`src/rtl/mem_bus_arbiter_pkg.sv`:
```
// Shared definitions for the unified memory-bus arbiter: FSM encoding,
// pipeline stall vectors and the word returned on a bus timeout.
package mem_bus_arbiter_pkg;

  typedef enum logic [1:0] {
    ST_IDLE   = 2'd0,
    ST_D_WAIT = 2'd1,
    ST_I_WAIT = 2'd2
  } arb_state_t;

  // stall_ctrl bits: 0 PC, 1 IF, 2 ID, 3 EX, 4 MEM, 5 WB
  localparam logic [5:0] STALL_NONE  = 6'b000000;
  localparam logic [5:0] STALL_ID    = 6'b000111;
  localparam logic [5:0] STALL_IF    = 6'b000011;
  localparam logic [5:0] STALL_IF_ID = 6'b000111;
  localparam logic [5:0] STALL_MEM   = 6'b011111;

  localparam logic [31:0] ERR_WORD = 32'hDEAD_BEEF;

endpackage

```
`src/rtl/mem_bus_arbiter.sv`:
```
// Arbitrates the CPU fetch and data ports onto one single-port memory bus,
// buffers returned words and drives the pipeline stall vector.
module mem_bus_arbiter
  import mem_bus_arbiter_pkg::*;
#(
  parameter int unsigned ADDR_W  = 32,
  parameter int unsigned DATA_W  = 32,
  parameter int unsigned TIMEOUT = 64
) (
  input  logic              clk,
  input  logic              reset,
  input  logic              if_req,
  input  logic [ADDR_W-1:0] if_addr,
  output logic [DATA_W-1:0] if_rdata,
  input  logic              dm_req,
  input  logic              dm_we,
  input  logic [ADDR_W-1:0] dm_addr,
  input  logic [DATA_W-1:0] dm_wdata,
  output logic [DATA_W-1:0] dm_rdata,
  input  logic              id_stall_req,
  output logic [5:0]        stall_ctrl,
  output logic              bus_req,
  output logic              bus_we,
  output logic [ADDR_W-1:0] bus_addr,
  output logic [DATA_W-1:0] bus_wdata,
  input  logic [DATA_W-1:0] bus_rdata,
  input  logic              bus_ack,
  output logic              bus_err
);

  arb_state_t        r_state;
  logic              r_bus_req;
  logic              r_bus_we;
  logic [ADDR_W-1:0] r_bus_addr;
  logic [DATA_W-1:0] r_bus_wdata;
  logic              r_bus_err;
  logic              r_ibuf_valid;
  logic [ADDR_W-1:0] r_ibuf_addr;
  logic [DATA_W-1:0] r_if_rdata;
  logic              r_dbuf_valid;
  logic [DATA_W-1:0] r_dm_rdata;
  logic [7:0]        r_wait_cnt;

  logic              w_ihit;
  logic              w_need_d;
  logic              w_need_i;
  logic              w_timeout;
  logic [5:0]        w_stall;

  assign w_ihit    = r_ibuf_valid && (r_ibuf_addr == if_addr);
  assign w_need_d  = dm_req && !r_dbuf_valid;
  assign w_need_i  = if_req && !w_ihit;
  // Abort on the edge that would take the wait count to TIMEOUT
  assign w_timeout = (r_wait_cnt == 8'(TIMEOUT - 1));

  always_comb begin
    w_stall = STALL_NONE;
    if (reset)             w_stall = STALL_NONE;
    else if (w_need_d)     w_stall = STALL_MEM;
    else if (w_need_i)     w_stall = id_stall_req ? STALL_IF_ID : STALL_IF;
    else if (id_stall_req) w_stall = STALL_ID;
  end

  always_ff @(posedge clk) begin
    if (reset) begin
      r_state      <= ST_IDLE;
      r_bus_req    <= 1'b0;
      r_bus_we     <= 1'b0;
      r_bus_addr   <= '0;
      r_bus_wdata  <= '0;
      r_bus_err    <= 1'b0;
      r_ibuf_valid <= 1'b0;
      r_ibuf_addr  <= '0;
      r_if_rdata   <= '0;
      r_dbuf_valid <= 1'b0;
      r_dm_rdata   <= '0;
      r_wait_cnt   <= '0;
    end else begin
      // A stage that advances consumes its buffered word; fills below never collide
      if (!w_stall[1]) r_ibuf_valid <= 1'b0;
      if (!w_stall[4]) r_dbuf_valid <= 1'b0;

      case (r_state)
        ST_IDLE: begin
          r_wait_cnt <= '0;
          if (w_need_d) begin
            r_bus_req   <= 1'b1;
            r_bus_we    <= dm_we;
            r_bus_addr  <= dm_addr;
            r_bus_wdata <= dm_wdata;
            r_state     <= ST_D_WAIT;
          end else if (w_need_i) begin
            r_bus_req  <= 1'b1;
            r_bus_we   <= 1'b0;
            r_bus_addr <= if_addr;
            r_state    <= ST_I_WAIT;
          end
        end
        ST_D_WAIT: begin
          if (bus_ack || w_timeout) begin
            if (!r_bus_we) r_dm_rdata <= bus_ack ? bus_rdata : DATA_W'(ERR_WORD);
            if (!bus_ack)  r_bus_err  <= 1'b1;
            r_dbuf_valid <= 1'b1;
            r_bus_req    <= 1'b0;
            r_wait_cnt   <= '0;
            r_state      <= ST_IDLE;
          end else begin
            r_wait_cnt <= r_wait_cnt + 8'd1;
          end
        end
        ST_I_WAIT: begin
          if (bus_ack || w_timeout) begin
            r_if_rdata   <= bus_ack ? bus_rdata : DATA_W'(ERR_WORD);
            if (!bus_ack) r_bus_err <= 1'b1;
            r_ibuf_addr  <= r_bus_addr;
            r_ibuf_valid <= 1'b1;
            r_bus_req    <= 1'b0;
            r_wait_cnt   <= '0;
            r_state      <= ST_IDLE;
          end else begin
            r_wait_cnt <= r_wait_cnt + 8'd1;
          end
        end
        default: r_state <= ST_IDLE;
      endcase
    end
  end

  assign stall_ctrl = w_stall;
  assign bus_req    = r_bus_req;
  assign bus_we     = r_bus_we;
  assign bus_addr   = r_bus_addr;
  assign bus_wdata  = r_bus_wdata;
  assign bus_err    = r_bus_err;
  assign if_rdata   = r_if_rdata;
  assign dm_rdata   = r_dm_rdata;

endmodule

```
`config.mk`:
```
export PLATFORM = sky130hd
export DESIGN_NAME = mem_bus_arbiter
export DESIGN_NICKNAME = d
export VERILOG_FILES = /design/src/rtl/mem_bus_arbiter_pkg.sv /design/src/rtl/mem_bus_arbiter.sv
export SDC_FILE = /design/constraint.sdc
export NUM_CORES = 1
export LEC_CHECK = 0
export BUFFER_PORTS_ARGS = -buffer_cell sky130_fd_sc_hd__buf_2
export CORE_MARGIN = 1
export CORE_UTILIZATION = 45
export CTS_CLUSTER_DIAMETER = 50
export CTS_CLUSTER_SIZE = 16
export DETAILED_ROUTE_END_ITERATION = 6
export PLACE_DENSITY = 0.84
export SYNTH_ARGS = -nofsm -noshare
export SYNTH_HDL_FRONTEND = slang
export SYNTH_SLANG_ARGS = --single-unit
```
`constraint.sdc`:
```
create_clock -name clk -period 1.9 [get_ports clk]
set_input_delay 0.095 -clock clk [delete_from_list [all_inputs] [get_ports clk]]
set_output_delay 0.095 -clock clk [all_outputs]
set_load 0.01 [all_outputs]
```
==> metrics.cfg <==
[die]
io_pins = 272
dieArea_sq_um = 16700
start_util = 0.460
die_h_um = 129
fp.coreArea_sq_um = 15900
rows = 46
die_x_um = 129

[global_route]
grt_max_degree = 102
grt_usage = 0.289
grt.overflow.total = 0
grt_pass1_wl_um = 37500
grt_pass1_vias = 7508
antenna_found_initial = 0

[detailed_routing]
m1WireLength_um = 10000
via_per_inst = 5.46
dr.pass1.iters = 6
met3_wirelength_um = 2020
top_layer_used = met4
vias = 8105
wl_per_cell_um = 17.3
ant_nets = 0
drtIter0Drc = 707
drc = 0
routed_wl_um = 25700
dr_wl_met2_um = 13000

[critical_path]
crit_type = flip-flop to flip-flop
critical_path.max_fanout = 16
worst_ep_arrival_time_ns = 2.36
cp-start-kind = flip-flop
end_kind = flip-flop
worstPathRequired_ns = 2.19

[finish]
multi_input_area_sq_um = 3740
final_util = 0.685
fillers = 1237
mostFrequentLayoutCells = 293 x nand2_1, 269 x buf_2, 167 x dfxtp_1, 127 x a21oi_1, 83 x dlygate4sd3_1
seq_area_sq_um = 3520
diodes = 0
final_cell_area_sq_um = 10900
syn_to_final_growth_pct = 49.1
finalNetCount = 1396
final_layout_size_suffix_gt1_frac = 0.334
final_common_cell = nand2_1

[sta]
hold_viol_final = 0
setup_viol = 36
worst_slack_ns = -0.178
tns_ns = -5.01
layout_min_cycle_time_ns = 2.08
min_period_over_period = 1.09
tightest_slew_ns = 0.582
max_freq_mhz = 481
slew_violations = 0
rsz0062_at_grt = true
relSlewSlack = 0.608
skew_ns = 0.0158

[synth]
synthMuxAreaShare = 0.00137
synth_top_family_by_area = simple AND/OR/NAND/NOR gates
synthFlopType = dfxtp_1
yosys.area_share.adder = 0.00857
synthSimpleGateAreaFrac = 0.212
syn_inst = 909
synth_edf_count = 0
syn_nets = 1049
seq_area_frac_synth = 0.480
syn_area_per_cell_sq_um = 8.03
synthesis.area_sq_um = 7300
ys_seq_elements = 175
synth_xor_area_frac = 0.0468
async_reset_ff_frac = 0
synth_cell_types = 44
yosysWarningCount = 0
synth-compound-area-share = 0.205

[place]
port_buffers = 270
place_hpwl_um = 15700
gp_congestion = 0.864
place_area_sq_um = 9050

[clocking]
cts_tree = yes
cts_root_buf = clkbuf_16
cts.sinks = 175
insertion_delay_ns = 0.43
clk_pin_slew_ns = 0.07
numCtsBuffers = 17
htreeDepth = 4
clockBufferDepth = 2

[pwr]
vdd_drop_max_v = 0.000625
leakagePower_nw = 4.76
powerDensity_nw_per_um2 = 885

[flow_run]
cap_violations = 0

[status]
violations = setup timing
status = complete, but fails checks

[hold_path]
hp-class = primary input to flip-flop

## stage by stage
stage / instances / hold slack (ns) / power [mW] / setup WS [ns]
final: 1485 / 0.0161 / 9.64 / -0.178
after detailed placement: 1362 / 0.341 / 5.83 / -0.105
after CTS: 1477 / 0.000103 / 9.53 / -0.119
after global routing: 1485 / 0.0170 / 10.0 / -0.249
after global placement: 1362 / 0.335 / 5.79 / -0.0252
after floorplan: 909 / 0.231 / 5.07 / 0.00900
## path summary, 6_finish.rpt
kind / start / endpoint / slack (ns) / depth (start not counted)
setup reg to reg: r_ibuf_addr[17] / bus_addr[3] / -0.18 / 7
setup / recovery: r_ibuf_addr[17] / bus_addr[3] / -0.18 / 7
hold reg to reg: dm_rdata[0] / dm_rdata[0] / 0.45 / 2
hold / removal: dm_addr[22] / bus_addr[22] / 0.02 / 3
## what timing repair did
item                       in CTS  in global routing
resized for setup              21                 36
gates cloned                    0                  5
hold endpoints to repair      111                  0
buffers inserted                1                  4
setup endpoints to repair      39                 98
pin swaps                      10                 10
hold buffers                   83                  0
## cells in the mapped netlist (2+ instances only)
library cell | instances | area share
nand2b_1 | 5 | 0.0043
ha_1 | 5 | 0.0086
nand4_1 | 12 | 0.010
o221a_2 | 24 | 0.037
buf_1 | 2 | 0.0010
buf_2 | 4 | 0.0027
nand2_1 | 294 | 0.15
a32oi_1 | 32 | 0.038
inv_1 | 7 | 0.0036
a22oi_1 | 9 | 0.0093
nor2b_1 | 3 | 0.0026
a21oi_1 | 131 | 0.090
nand4b_1 | 2 | 0.0024
dfxtp_1 | 175 | 0.48
buf_4 | 3 | 0.0031
buf_6 | 3 | 0.0046
xnor2_1 | 26 | 0.031
nor2_1 | 31 | 0.016
clkbuf_1 | 60 | 0.031
nand3_1 | 13 | 0.0089
nor3_1 | 3 | 0.0021
o21ai_0 | 24 | 0.016
o21ai_1 | 4 | 0.0027
nor4_1 | 2 | 0.0017
a31oi_1 | 3 | 0.0026
xor2_1 | 13 | 0.016
a311oi_1 | 2 | 0.0024
## routing by layer
metal	global-route usage	vias up
met1	0.339	3804
met3	0.0714	58
met4	0.123	0
met5	0	-
li1	-	3807
met2	0.503	436
## area by class of cell
| cell class | count | share of cell area |
|---|---|---|
| flip-flops and latches | 175 | 0.323 |
| multi-input cells | 654 | 0.344 |
| well taps | 216 | 0.0248 |
| clock buffers | 18 | 0.0394 |
| clock inverters | 14 | 0.0157 |
| repair buffers | 400 | 0.251 |
| inverters | 8 | 0.00276 |
## power breakdown
part	switching (mW)	internal, mW	leakage, nW
sequential	0.171	3.92	1.43
combinational	1.11	0.884	3.04
clock	1.57	1.99	0.290
total	2.85	6.79	4.76
## critical path, stage by stage, from the launching register on
cell,delay (ns)
dfxtp_1,0.32
xor2_1,0.18
or4_4,0.53
nor4_4,0.27
a31oi_4,0.17
buf_12,0.21
a32oi_2,0.16
a21oi_1,0.09
## logic make-up (layout without fill, tap and decap cells)
group,count (synthesis),count (layout)
buffers and inverters,80,440
other,1,1
muxes,1,1
DFF,175,175
and+or+nand+nor,374,374
xor gates and xnor gates,39,39
AOI/OAI and AO/OA,234,234
adders and majority gates,5,5
## sequential cells by signal (all words and copies together), names as in the netlist
register,count
bus_addr,32
r_ibuf_valid,1
bus_err,1
bus_req,1
r_ibuf_addr,32
r_state,2
if_rdata,32
bus_we,1
r_wait_cnt,8
r_dbuf_valid,1
bus_wdata,32
dm_rdata,32
No activity file was read; power rests on OpenSTA's default activity.
